<file path="config.mk">
export PLATFORM = sky130hd
export DESIGN_NAME = romload_sched
export DESIGN_NICKNAME = d
export VERILOG_FILES = /design/src/rtl/romload_sched.sv
export SDC_FILE = /design/constraint.sdc
export NUM_CORES = 1
export LEC_CHECK = 0
export CELL_PAD_IN_SITES_DETAIL_PLACEMENT = 1
export CELL_PAD_IN_SITES_GLOBAL_PLACEMENT = 2
export CORE_UTILIZATION = 22
export DETAILED_ROUTE_END_ITERATION = 7
export GPL_TIMING_DRIVEN = 1
export PLACE_DENSITY = 0.88
export SYNTH_ARGS = -nofsm -noshare
export SYNTH_HDL_FRONTEND = slang
export SYNTH_SLANG_ARGS = --single-unit
</file>
<file path="constraint.sdc">
create_clock -name clk_sys -period 1.9 [get_ports clk_sys]
set_clock_uncertainty 0.1 [all_clocks]
set_input_delay 0.19 -clock clk_sys [delete_from_list [all_inputs] [get_ports clk_sys]]
set_output_delay 0.19 -clock clk_sys [all_outputs]
set_load 0.01 [all_outputs]
</file>
<file path="src/rtl/romload_sched.sv">
// romload_sched: routes the MiSTer ROM download stream into four ROM regions,
// holds the game core in reset until a complete image has arrived, and then
// shares the ROM write port with a low-priority patch requester.
// Optional feature macro: ROMLOAD_PATCH_EN enables the patch port and its
// RUN-state arbitration; without it the pt_* inputs are ignored and pt_ack is 0.
module romload_sched #(
  parameter int unsigned R0_END   = 'h0C000,
  parameter int unsigned R1_END   = 'h10000,
  parameter int unsigned R2_END   = 'h20000,
  parameter int unsigned R3_END   = 'h20220,
  parameter int unsigned HOLD_CYC = 16
) (
  input  logic        clk_sys,
  input  logic        reset_n,
  input  logic        dl_active,
  input  logic        dl_wr,
  input  logic [24:0] dl_addr,
  input  logic [7:0]  dl_data,
  input  logic        pt_req,
  input  logic [1:0]  pt_region,
  input  logic [16:0] pt_addr,
  input  logic [7:0]  pt_data,
  output logic        pt_ack,
  output logic [3:0]  rom_we,
  output logic [16:0] rom_addr,
  output logic [7:0]  rom_data,
  output logic        core_reset,
  output logic        rom_ok,
  output logic        rom_short
);

  typedef enum logic [1:0] {IDLE, LOAD, HOLD, RUN} state_t;

  state_t      state_q;
  state_t      state_d;
  logic        dl_active_q;
  logic        dl_rise;
  logic        dl_fall;
  logic [17:0] byte_cnt;
  logic [7:0]  hold_cnt;
  logic        img_complete;
  logic        rom_ok_q;
  logic        rom_short_q;
  logic        core_reset_c;

  logic [3:0]  dl_sel;
  logic [16:0] dl_off;
  logic        dl_wr_ok;
  logic        pt_grant;

  logic [3:0]  we_p1;
  logic [16:0] addr_p1;
  logic [7:0]  data_p1;

  assign dl_rise      = dl_active & ~dl_active_q;
  assign dl_fall      = ~dl_active & dl_active_q;
  assign img_complete = (byte_cnt == 18'(R3_END));

  // Region decode: first region whose exclusive end lies above the address.
  always_comb begin
    dl_sel = 4'b0000;
    dl_off = '0;
    if (dl_addr < 25'(R0_END)) begin
      dl_sel = 4'b0001;
      dl_off = 17'(dl_addr);
    end else if (dl_addr < 25'(R1_END)) begin
      dl_sel = 4'b0010;
      dl_off = 17'(dl_addr - 25'(R0_END));
    end else if (dl_addr < 25'(R2_END)) begin
      dl_sel = 4'b0100;
      dl_off = 17'(dl_addr - 25'(R1_END));
    end else if (dl_addr < 25'(R3_END)) begin
      dl_sel = 4'b1000;
      dl_off = 17'(dl_addr - 25'(R2_END));
    end
  end

  // Bytes beyond the image end decode to no region and are dropped uncounted.
  assign dl_wr_ok = (state_q == LOAD) && dl_wr && (dl_sel != 4'b0000);

`ifdef ROMLOAD_PATCH_EN
  logic       ack_p1;
  logic [3:0] pt_sel;

  // A new download outranks a patch request raised in the same cycle, and a
  // grant is never issued in the cycle that carries the previous ack.
  assign pt_grant = (state_q == RUN) && pt_req && !ack_p1 && !dl_rise;
  assign pt_sel   = 4'b0001 << pt_region;

  // Ack register: pulses together with the patch write strobe.
  always_ff @(posedge clk_sys) begin
    if (!reset_n) ack_p1 <= 1'b0;
    else          ack_p1 <= pt_grant;
  end

  assign pt_ack = ack_p1;
`else
  logic unused_pt;

  assign pt_grant  = 1'b0;
  assign unused_pt = ^{pt_req, pt_region, pt_addr, pt_data};
  assign pt_ack    = 1'b0;
`endif

  // State register and control counters.
  always_ff @(posedge clk_sys) begin
    if (!reset_n) begin
      state_q     <= IDLE;
      dl_active_q <= 1'b0;
      byte_cnt    <= '0;
      hold_cnt    <= '0;
      rom_ok_q    <= 1'b0;
      rom_short_q <= 1'b0;
    end else begin
      state_q     <= state_d;
      dl_active_q <= dl_active;
      hold_cnt    <= (state_q == HOLD) ? hold_cnt + 8'd1 : 8'd0;
      if (state_d == LOAD && state_q != LOAD) begin
        byte_cnt    <= '0;
        rom_ok_q    <= 1'b0;
        rom_short_q <= 1'b0;
      end else begin
        if (dl_wr_ok && byte_cnt != '1) byte_cnt <= byte_cnt + 18'd1;
        if (state_q == LOAD && dl_fall) begin
          if (img_complete) rom_ok_q    <= 1'b1;
          else              rom_short_q <= 1'b1;
        end
      end
    end
  end

  // Next-state logic.
  always_comb begin
    state_d = state_q;
    case (state_q)
      IDLE: if (dl_rise) state_d = LOAD;
      LOAD: if (dl_fall) state_d = img_complete ? HOLD : IDLE;
      HOLD: begin
        if (dl_rise)                               state_d = LOAD;
        else if (hold_cnt == 8'(HOLD_CYC - 1))     state_d = RUN;
      end
      RUN:  if (dl_rise) state_d = LOAD;
      default: state_d = IDLE;
    endcase
  end

  // Moore outputs: the core only runs once the hold window has elapsed.
  always_comb begin
    core_reset_c = 1'b1;
    if (state_q == RUN) core_reset_c = 1'b0;
  end

  // Stage p1: registered ROM write port, fed by download or granted patch.
  always_ff @(posedge clk_sys) begin
    if (!reset_n) begin
      we_p1   <= '0;
      addr_p1 <= '0;
      data_p1 <= '0;
    end else if (dl_wr_ok) begin
      we_p1   <= dl_sel;
      addr_p1 <= dl_off;
      data_p1 <= dl_data;
    end
`ifdef ROMLOAD_PATCH_EN
    else if (pt_grant) begin
      we_p1   <= pt_sel;
      addr_p1 <= pt_addr;
      data_p1 <= pt_data;
    end
`endif
    else begin
      we_p1 <= '0;
    end
  end

  assign rom_we     = we_p1;
  assign rom_addr   = addr_p1;
  assign rom_data   = data_p1;
  assign core_reset = core_reset_c;
  assign rom_ok     = rom_ok_q;
  assign rom_short  = rom_short_q;

endmodule

</file>
After elaboration in Yosys (flattened, before gate mapping)
Index checks and enable logic that the tools add are counted.
- $add $sub $neg: 5
- order comparisons: 4
- equal/unequal tests: 8
- muxes and demuxes: 15
- bitwise operators: 6
- reductions and logical operators: 13
- operator list (operator ; number):
    17-bit 2-to-1 mux ; 4
    25-bit by 18-bit less-than comparator with 1-bit output (second input constant) ; 2
    25-bit by 16-bit less-than comparator with 1-bit output (second input constant) ; 1
    25-bit by 17-bit less-than comparator with 1-bit output (second input constant) ; 1
    18-bit by 1-bit adder with 18-bit output (second input constant) ; 1
    18-bit equality test (second input constant) ; 1
    18-bit != test (second input constant) ; 1
    17-bit by 1-bit subtractor with 17-bit output (second input constant) ; 1
    17-bit by 16-bit subtractor with 17-bit output (second input constant) ; 1
    17-bit subtractor (second input constant) ; 1
    4-bit 2-to-1 mux ; 4
    2-bit 2-to-1 mux ; 5
    8-bit by 1-bit adder with 8-bit output (second input constant) ; 1
    8-bit by 4-bit equality test with 1-bit output (second input constant) ; 1
    2-bit AND reduction ; 4
    2-bit case mux with 3 select lines ; 1
    1-bit logical AND ; 5
    2-bit by 1-bit equality test with 1-bit output (second input constant) ; 2
    2-bit equality test (second input constant) ; 2
    1-bit NOT ; 4
    4-bit nonzero test ; 1
    2-bit OR reduction ; 2
    1-bit bitwise AND ; 2
    2-bit zero test ; 1
    2 further kinds ; 2
- register bits after elaboration: 60
- bits of input ports: 65
- output and inout bits: 33
- word-level logic and storage cells: 60

Logic depth before layout (Yosys ltp)
Gate-level depths: netlist (run 1).
- depth in word-level cells: 8
- mapped depth: 9
- gate-level depth less buffers: 8

Worst setup path after synthesis (run 1)
No wires, ideal clock.
- path type: register to register
- from: reg byte_cnt[0]
- to: reg byte_cnt[0]
- library setup time: 117 ps
- data arrival time: 1807 ps
- required time: 1683 ps
- slack: -124 ps
- cell stages (with the launch flop): 9
- buffers on the path: 1
- period minus slack after synthesis: 2024 ps
- cell sequence: dfxtp_1 -> ha_1 -> and3_1 -> nand4_1 -> nor3_1 -> buf_2 -> nor2_1 -> xnor2_1 -> nor2_1
- cells in the longest elaborated chain, start to end: 7
- elaborated cells on any way between the ends: 10
- classes of those cells: 1 x add/sub; 3 x eq/ne; 3 x mux; 3 x reduce/logical
- RTL lines (item ; line ; RTL):
    from (decl) ; 39 ; logic [17:0] byte_cnt;
    from (signal assigned) ; 123 ; if (dl_wr_ok && byte_cnt != '1) byte_cnt <= byte_cnt + 18'd1;
    18-bit equality test ; 57 ; assign img_complete = (byte_cnt == 18'(R3_END));
    2-bit 2-to-1 mux (2 in series) ; 137 ; LOAD: if (dl_fall) state_d = img_complete ? HOLD : IDLE;
    2-bit case mux with 3 select lines ; 135 ; case (state_q)
    2-bit by 1-bit equality test with 1-bit output ; 118 ; if (state_d == LOAD && state_q != LOAD) begin
    1-bit logical AND ; 118 ;
    2-bit OR reduction (no source line) ; n/a ;
Several ways; a longest one is shown, not always the timed one.
A chain may end at the register's enable or synchronous reset.

Worst setup path after layout (run 1)
- from: reg byte_cnt[10]
- to: reg byte_cnt[13]
The elaborated chain is that of the path after synthesis.

==> results of run 1 <==
## per-stage QoR
step / cells / area [um^2] / hold slack (ns) / utilization (%) / power, mW
floorplan: 310 / 2610 / 0.166 / - / 1.41
global placement: 567 / 3890 / 0.342 / 33.9 / 1.61
detailed placement: 567 / 3890 / 0.351 / 33.9 / 1.62
CTS: 587 / 4390 / 0.163 / 38.3 / 3.34
global route: 591 / 4630 / 0.0943 / 40.3 / 3.49
finish: 591 / 4630 / 0.101 / 40.3 / 3.38
## placed cells by master, fill, tap and decap left out, types with 5 or more instances in the layout
cell type                         synthesis  final
sky130_fd_sc_hd__nand3_1                 15     14
sky130_fd_sc_hd__xnor2_1                 18     18
sky130_fd_sc_hd__a21oi_1                 26     23
sky130_fd_sc_hd__buf_4                    1     55
sky130_fd_sc_hd__clkdlybuf4s50_1          0     52
sky130_fd_sc_hd__nor4_4                   0      5
sky130_fd_sc_hd__dfxtp_1                 60     56
sky130_fd_sc_hd__nor2_2                   2      6
sky130_fd_sc_hd__nor3_1                  11      9
sky130_fd_sc_hd__clkbuf_16                0     12
sky130_fd_sc_hd__ha_1                     8      7
sky130_fd_sc_hd__dlymetal6s2s_1           0     11
sky130_fd_sc_hd__nor2_1                  31     25
sky130_fd_sc_hd__nand2_1                 60     57
sky130_fd_sc_hd__and3_1                   5      5
sky130_fd_sc_hd__inv_1                    9      9
## layer usage
metal / up-vias / track usage, % / share of wire, %
li1: 1326 / - / -
met1: 1340 / 17.4 / 41
met2: 58 / 27.2 / 53
met3: 27 / 3.40 / 2.8
met4: 0 / 5.69 / 3.4
met5: - / 0 / 0
## Yosys cell counts, types with 2 or more instances
master and n:
sky130_fd_sc_hd__nor4_1 9, sky130_fd_sc_hd__and3_1 5, sky130_fd_sc_hd__nor3b_1 5, sky130_fd_sc_hd__nand4_1 3, sky130_fd_sc_hd__dfxtp_1 60, sky130_fd_sc_hd__xor2_1 4
sky130_fd_sc_hd__o21ai_0 5, sky130_fd_sc_hd__nor2_1 31, sky130_fd_sc_hd__a31oi_1 4, sky130_fd_sc_hd__a21oi_1 26, sky130_fd_sc_hd__nor3_1 11, sky130_fd_sc_hd__and2_1 2
sky130_fd_sc_hd__nand2_1 60, sky130_fd_sc_hd__xnor2_1 18, sky130_fd_sc_hd__o22ai_1 2, sky130_fd_sc_hd__nor4b_1 2, sky130_fd_sc_hd__inv_1 9, sky130_fd_sc_hd__nor2_2 2
sky130_fd_sc_hd__ha_1 8, sky130_fd_sc_hd__clkbuf_1 8, sky130_fd_sc_hd__and4_1 2, sky130_fd_sc_hd__buf_2 2, sky130_fd_sc_hd__nand3_1 15
## tightest hold or removal path, cell delays in order
cell and delay (ns):
sky130_fd_sc_hd__dlymetal6s2s_1 0.15, sky130_fd_sc_hd__nand2_1 0.08, sky130_fd_sc_hd__a21oi_1 0.06
## how the worst min path moves through the flow
stage,from,endpoint,cells past startpoint
finish,dl_addr[12],rom_addr[12]$_SDFFE_PN0P_,3
global route,dl_addr[12],rom_addr[12]$_SDFFE_PN0P_,3
CTS,dl_addr[13],rom_addr[13]$_SDFFE_PN0P_,3
detailed placement,rom_addr[7]$_SDFFE_PN0P_,rom_addr[7]$_SDFFE_PN0P_,2
global placement,rom_data[6]$_SDFFE_PN0P_,rom_data[6]$_SDFFE_PN0P_,2
floorplan,dl_addr[17],rom_we[2]$_SDFF_PN0_,1
## final cells by class
cell class	instances	area, um^2
fill	1306	6840
clock buffer	12	267
timing repair buffer	134	1330
inverter	10	37.5
tap	143	179
multi-input combinational	229	1560
sequential	60	1210
clock inverter	3	45.0
## power by group through the flow
stage	Clock, mW	Sequential, mW	Combinational (mW)
floorplan	0	1.30	0.104
global placement	0	1.30	0.308
detailed placement	0	1.30	0.320
CTS	1.72	1.27	0.346
global route	1.78	1.28	0.436
finish	1.69	1.28	0.410
## sequential cells by signal (all words and copies together), names as in the netlist
register and cells:
rom_addr 17, hold_cnt 8, rom_data 8, byte_cnt 18, rom_ok 1, dl_active_q 1, rom_short 1, state_q 2
rom_we 4
## kinds of logic (layout without fill, tap and decap cells)
family	Yosys count	count (layout)	synth area share, %
adder cells (fa/ha/maj)	8	8	3.86
flip-flops	60	60	46.4
AO/OA/AOI/OAI	44	45	10.1
other	1	1	0.145
buffers and inverters	22	159	3.72
AND/OR/NAND/NOR	153	153	28.3
XOR/XNOR	22	22	7.44
## timing repair
| action | CTS | global route |
|---|---|---|
| gates cloned | 2 | 3 |
| resized for setup | 31 | 43 |
| pin swaps | 6 | 19 |
| setup buffers | 3 | 2 |
| setup endpoints to repair | 49 | 52 |
==> summary by stage, run 1 <==
Status
The run finished, with violations left. The checks that failed: negative setup slack.

CTS
The clock tree synthesis step divided the H-tree into 3 levels. The later-pin clock latency in the skew report is 0.33 ns. The clock drives 60 sinks. TritonCTS built the clock tree. The clock buffer count from CTS is 9. The clock input transition at the sequential cells of the worst setup and hold paths is 0.06 ns. Hold repair after CTS inserted 0 buffers.

The maximum clock path buffer count is 2. The clock tree root buffer cell is sky130_fd_sc_hd__clkbuf_16.

Placement
Input and output buffers added on the ports amount to 68. The minimum setup slack after placement is -0.720 ns. The congestion estimate from routability-driven global placement came to 0.771.

Detailed placement finished with a half-perimeter wire length of 5970 um.

STA
The number of hold-slack violations in the final timing report is 0. The final number of max-transition violations is 0. The minimum setup slack in the final design is -0.255 ns.

After layout, the minimum clock period comes to 2.15 ns. Setup repair after global routing could not meet its margin everywhere. Static timing analysis puts the maximum clock frequency at 0.464 GHz. Setup violations remaining at the end of the flow were counted as 21. For the final routed database, the setup TNS stands at -4.07 ns.

Of the available clock period, the critical path in the final layout requires 113%.

Finish
The synthesis-to-layout area growth is 78.6%. The antenna diode count is 0. In the final design database the tool counted 517 nets.

The post-route netlist has 28.3% of its cells at a drive strength greater than 1.

Power
Sequential cells account for 37.8% of the total power. Net switching is 23.2% of the power. The areal power density over the cells is 730 nW/um^2. In this run, the combinational gates consume 12.1% of the power.

Across the VDD grid, the largest voltage drop is 0.407 mV. The clock power share is 50.0%. The internal power of the cells totals 2.59 mW. The switching power is 785 uW.

The leakage power of the design is 1.72 nW.

Die
The region available for standard cell placement spans 11500 um^2. The floorplan step set the die height to 111 um. The die covers 12200 um^2.

The row count is 39. From left edge to right edge, the die measures 111 um. Once the floorplan was initialized, standard cells occupied 22.6% of the core. The I/O pin count is 98.

Synth
The post-synthesis sequential element count is 60. The average size of a mapped cell is 8.35 um^2. The library cell with the largest summed area after synthesis is sky130_fd_sc_hd__dfxtp_1. The synthesized design contains 0 enable-type register cells. The number of different library cells used by synthesis comes to 40. The dominant synthesized flop cell is sky130_fd_sc_hd__dfxtp_1. Yosys attributes the largest share of cell area to sky130_fd_sc_hd__dfxtp_1 (46%), sky130_fd_sc_hd__nand2_1 (8.7%), sky130_fd_sc_hd__xnor2_1 (6.1%). Yosys printed 0 warnings. The fraction of post-synthesis cell area in the top cell type by area is 46.4%. The post-synth net total is 383. The share of flip-flops with an asynchronous set or reset after synthesis is 0%. The cell count after synthesis is 310.

The cell area that synthesis handed to floorplanning was 2590 um^2. Sequential elements use 46.4% of the synthesized area.

Critical path
STA classifies the critical path endpoint as a register. The required time at the endpoint of the critical path is 2.06 ns. The data arrival at the endpoint of the critical path is 2.32 ns. The depth of the worst register-to-register path is 7.

The slowest stage of the critical path is the sky130_fd_sc_hd__or4_4 cell. Traced cell by cell, the critical path runs through or4_4 > nor4_4 > a311oi_2 > o22ai_2 > o31ai_4 > buf_12 > nor2_2. The origin of the critical flop-to-flop path is byte_cnt[10]$_SDFFE_PP0P_. The minimum setup slack among reg-to-reg paths is -0.25 ns.

By startpoint and endpoint, the worst setup path is classified as register to register. The worst setup path is launched from a register. The kind of cell adding the most delay to the critical path is simple AND/OR/NAND/NOR gates. The reg-to-reg endpoint is byte_cnt[13]$_SDFFE_PP0P_. The largest single stage delay on the critical path is 0.55 ns. The launch point of the critical path is byte_cnt[10]$_SDFFE_PP0P_. The logic depth of the worst setup path including buffers is 7. Following the worst setup path forward leads to its endpoint at byte_cnt[13]$_SDFFE_PP0P_. The number of buffers and inverters on the critical path is 1. The highest net fanout along the worst path is 9.

Route
After detailed routing, the number of remaining DRC violations is 0. The detailed router finished its first iteration with 99 violations. The wire length reported by the detailed router is 10000 um.

The via density per instance is 4.65. The length of the first detailed-routing pass in iterations is 4. The routed wire length per instance is 16.9 um. The remaining antenna violation count after routing is 0. The total via count after detailed routing is 2751.

Global routing
The first global-routing pass estimated 14800 um of wire. The number of global-route vias before repair was 2992. Entering global routing, the biggest net connects 26 pins. Summed over all layers, the global routing overflow is 0. The total global routing track utilization is 15.2%. The number of antenna violations at the first check in global routing was 0.

Flow run
Max-cap violations in this run came to 0.

Min path
The class of the tightest hold or removal check is input pin to register.
Note: power is estimated with default switching activity, not from simulation.
==> run 2: changes to the inputs <==
==> config.mk (replaced) <==
export PLATFORM = sky130hd
export DESIGN_NAME = romload_sched
export DESIGN_NICKNAME = d
export VERILOG_FILES = /design/src/rtl/romload_sched.sv
export SDC_FILE = /design/constraint.sdc
export NUM_CORES = 1
export LEC_CHECK = 0
export CELL_PAD_IN_SITES_DETAIL_PLACEMENT = 0
export CELL_PAD_IN_SITES_GLOBAL_PLACEMENT = 1
export CORE_UTILIZATION = 28
export DETAILED_ROUTE_END_ITERATION = 7
export GPL_TIMING_DRIVEN = 1
export PLACE_DENSITY = 0.87
export SYNTH_ARGS = -nofsm -noshare
export SYNTH_HDL_FRONTEND = slang
export SYNTH_SLANG_ARGS = --single-unit
==> run 2 against run 1 <==
Against the previous run:
- the run ends with design-rule violations, negative setup slack left
- global-route usage rose by 0.71 points
- sequential power about the same
- sequential share of layout area is 1.4 points higher
- count of clock-buffer cells in the layout is 3 lower
- largest cell class unchanged
- largest power group unchanged
==> summary by stage, run 2 (synthesized netlist as in run 1, its figures left out) <==
Status
The run finished, with violations left. The checks that failed: design-rule violations, negative setup slack.

Critical path
The origin of the critical flop-to-flop path is byte_cnt[10]$_SDFFE_PP0P_. The setup check on the worst reg-to-reg path leaves a slack of -0.24 ns. The number of buffers and inverters on the critical path is 1. At the worst endpoint, the required time is 2.08 ns. The kind of cell adding the most delay to the critical path is simple AND/OR/NAND/NOR gates. The standard cell with the maximum stage delay on the critical path is sky130_fd_sc_hd__or4_4.

Traced cell by cell, the critical path runs through or4_4 > nor4_4 > a311oi_2 > o22ai_2 > o31ai_4 > clkbuf_16 > a21oi_1. Counting cells, the worst reg-to-reg path comes to 7. The highest net fanout along the worst path is 8.

STA classifies the critical path startpoint as a register. The reg-to-reg endpoint is byte_cnt[1]$_SDFFE_PP0P_. The sort of element at the end of the critical path is a register. The start-to-end type of the worst setup path is register to register. Data arrives at the worst endpoint at 2.32 ns.

The maximum single-stage delay on the critical path is 0.54 ns.

STA
Across all setup checks in the final design, the least slack found is -0.238 ns. The upper clock frequency limit is 0.468 GHz. In the final timing run, aggregate negative setup slack is -4.28 ns. Setup repair after global routing could not meet its margin everywhere.

Measured against its own limit, the worst slew margin works out to 66.5%. The shortest clock period the worst path allows after layout is 2.14 ns. The tightest hold path in the finished design has a slack of 0.0390 ns. In the finished design, the share of the clock period the worst path needs comes to 113%. The number of hold-slack violations in the final timing report is 0. The final number of max-transition violations is 0. At the pin with the least slew margin, the transition time is 0.503 ns. Setup violations remaining at the end of the flow were counted as 21.

Finish
The synthesis-to-layout area growth is 69.5%. The register containing the most flip-flops in the final layout is byte_cnt. The register with the most flip-flops in the layout has 18 of them. In the final layout, the multi-input gates occupy 1530 um^2. The sequential cells in the finished layout cover a total of 1210 um^2. In the layout the commonest cells are sky130_fd_sc_hd__nand2_1 (57), sky130_fd_sc_hd__dfxtp_1 (56), sky130_fd_sc_hd__buf_4 (54), sky130_fd_sc_hd__clkdlybuf4s50_1 (54), sky130_fd_sc_hd__a21oi_1 (25). The fraction of layout cells with a size suffix above 1 is 28.7%. The number of non-filler instances in the completed layout is 554. The antenna diode count is 0. The final-stage net count is 514.

Leaving out fill and tap cells, the most frequent cell in the layout is sky130_fd_sc_hd__nand2_1. The final-layout fill cell count is 795.

CTS
The clock tree synthesis step divided the H-tree into 3 levels. After clock tree synthesis, the clock-pin slew on the worst setup and hold paths is 0.08 ns. Buffers inserted during clock tree synthesis total 9. The later-pin clock latency in the skew report is 0.35 ns. The quantity of hold-fixing buffers added after cts is 0.

The TritonCTS clock tree is done. The tree built by TritonCTS fans out to 60 sinks. The maximum clock path buffer count is 2.

The clock tree root buffer cell is sky130_fd_sc_hd__clkbuf_8.

Global routing
The global-route congestion overflow total is 0. The total global routing track utilization is 15.9%. The maximum number of pins on one net before global-route repair is 27. The number of global-route vias before repair is 2586. The number of antenna violations at the first check in global routing is 0. The wire length of the first global-routing pass is 12200 um.

Placement
The global placement routability congestion is 0.779. The post-DP HPWL is 4970 um. The instance count after placement with tap cells included is 526. The number of buffer cells added on primary ports is 68.

Power
The switching power is 778 uW. The areal power density over the cells is 689 nW/um^2. The clock power share is 43.4%. The switching power as a share of total power is 25.7%. Across the VDD grid, the largest voltage drop is 0.286 mV. The share of total power dissipated in sequential elements is 42.0%. The analysis attributes to cell leakage a power of 1.64 nW. The internal power is 2.25 mW. The total power of the final layout is 3.03 mW.

Combinational logic burns 14.6% of the power.

Route
The first detailed-routing pass ran for 8 iterations. Summed over all layers, the routed wires come to 7620 um. After the first detailed-routing iteration, the DRC count stood at 134. The remaining antenna violation count after routing is 0. The via density per instance is 4.75. After detailed routing, the average wire length per cell comes to 13.8 um. The total via count after detailed routing is 2633. After detailed routing, the number of remaining DRC violations is 2.

Min path
In this run the most critical hold path is launched from dl_addr[13]. The hold path depth is 3. The path with the worst hold slack has its endpoint at rom_addr[13]$_SDFFE_PN0P_.

The class of the tightest hold or removal check is input pin to register.

Flow run
The number of max-capacitance violations reported is 0.

Die
During I/O placement, the number of pins put on the boundary was 98. The y dimension of the die is 98.2 um. The initial utilization of the core area, before any placement, comes to 29.3%. The die covers 9640 um^2. The core box area is 8850 um^2. The die width is 98.2 um. The row count is 34.
[run 2: cell count changes in the layout (fill, tap and decap cells not counted), sizes merged]
cell / delta
buf: -1
bufbuf: -1
bufinv: +1
clkbuf: -4
clkdlybuf4s15: -2
clkdlybuf4s50: +2
clkinv: +3
clkinvlp: -1
inv: +1
[run 2: worst reg2reg max path: stages, from the launching register on]
cell	delay, ns
sky130_fd_sc_hd__dfxtp_2	0.33
sky130_fd_sc_hd__or4_4	0.54
sky130_fd_sc_hd__nor4_4	0.21
sky130_fd_sc_hd__a311oi_2	0.15
sky130_fd_sc_hd__o22ai_2	0.26
sky130_fd_sc_hd__o31ai_4	0.18
sky130_fd_sc_hd__clkbuf_16	0.22
sky130_fd_sc_hd__a21oi_1	0.10
[run 2: through the flow]
stage / utilization (%) / area (um^2) / setup WS, ns
detailed placement: 42.8 / 3780 / -0.658
CTS: 47.1 / 4160 / -0.229
global placement: 42.8 / 3780 / -0.623
finish: 49.6 / 4390 / -0.238
global route: 49.6 / 4390 / -0.330
floorplan: - / 2610 / -0.0207
[run 2: area by class of cell]
cell class                 count  share of cell area [%]
inverter                      10                   0.855
clock inverter                 7                    2.25
multi-input combinational    229                    34.9
clock buffer                   9                    2.82
tap                          108                    3.08
sequential                    60                    27.5
timing repair buffer         131                    28.6
[run 2: routing by layer]
layer | vias to the layer above | routed length [um] | GRT usage, %
li1 | 1327 | - | -
met1 | 1225 | 3230 | 18.3
met2 | 65 | 3800 | 27.3
met3 | 16 | 402 | 5.37
met4 | 0 | 187 | 5.63
met5 | - | 0 | 0
[run 2: power by group through the flow]
| stage | Sequential [mW] | Combinational [mW] | Clock [mW] |
|---|---|---|---|
| global placement | 1.30 | 0.310 | 0 |
| global route | 1.27 | 0.473 | 1.38 |
| detailed placement | 1.30 | 0.317 | 0 |
| finish | 1.27 | 0.443 | 1.31 |
| floorplan | 1.30 | 0.104 | 0 |
| CTS | 1.27 | 0.339 | 1.32 |
[run 2: what timing repair did]
item                       in CTS  in global routing
gates resized for setup        23                 52
pin swaps                       9                 14
setup buffers                   6                  2
cloned                          2                  2
setup endpoints to repair      48                 51
[run 2: how the worst max path moves through the flow]
stage | to | depth (start not counted) | from
2_1_floorplan | byte_cnt[16]$_SDFFE_PP0P_ | 7 | byte_cnt[3]$_SDFFE_PP0P_
3_3_place_gp | rom_addr[16]$_SDFFE_PN0P_ | 8 | dl_addr[7]
3_5_place_dp | rom_addr[16]$_SDFFE_PN0P_ | 8 | dl_addr[7]
4_1_cts | byte_cnt[12]$_SDFFE_PP0P_ | 7 | byte_cnt[3]$_SDFFE_PP0P_
5_1_grt | byte_cnt[1]$_SDFFE_PP0P_ | 7 | byte_cnt[4]$_SDFFE_PP0P_
6_report | byte_cnt[1]$_SDFFE_PP0P_ | 7 | byte_cnt[10]$_SDFFE_PP0P_
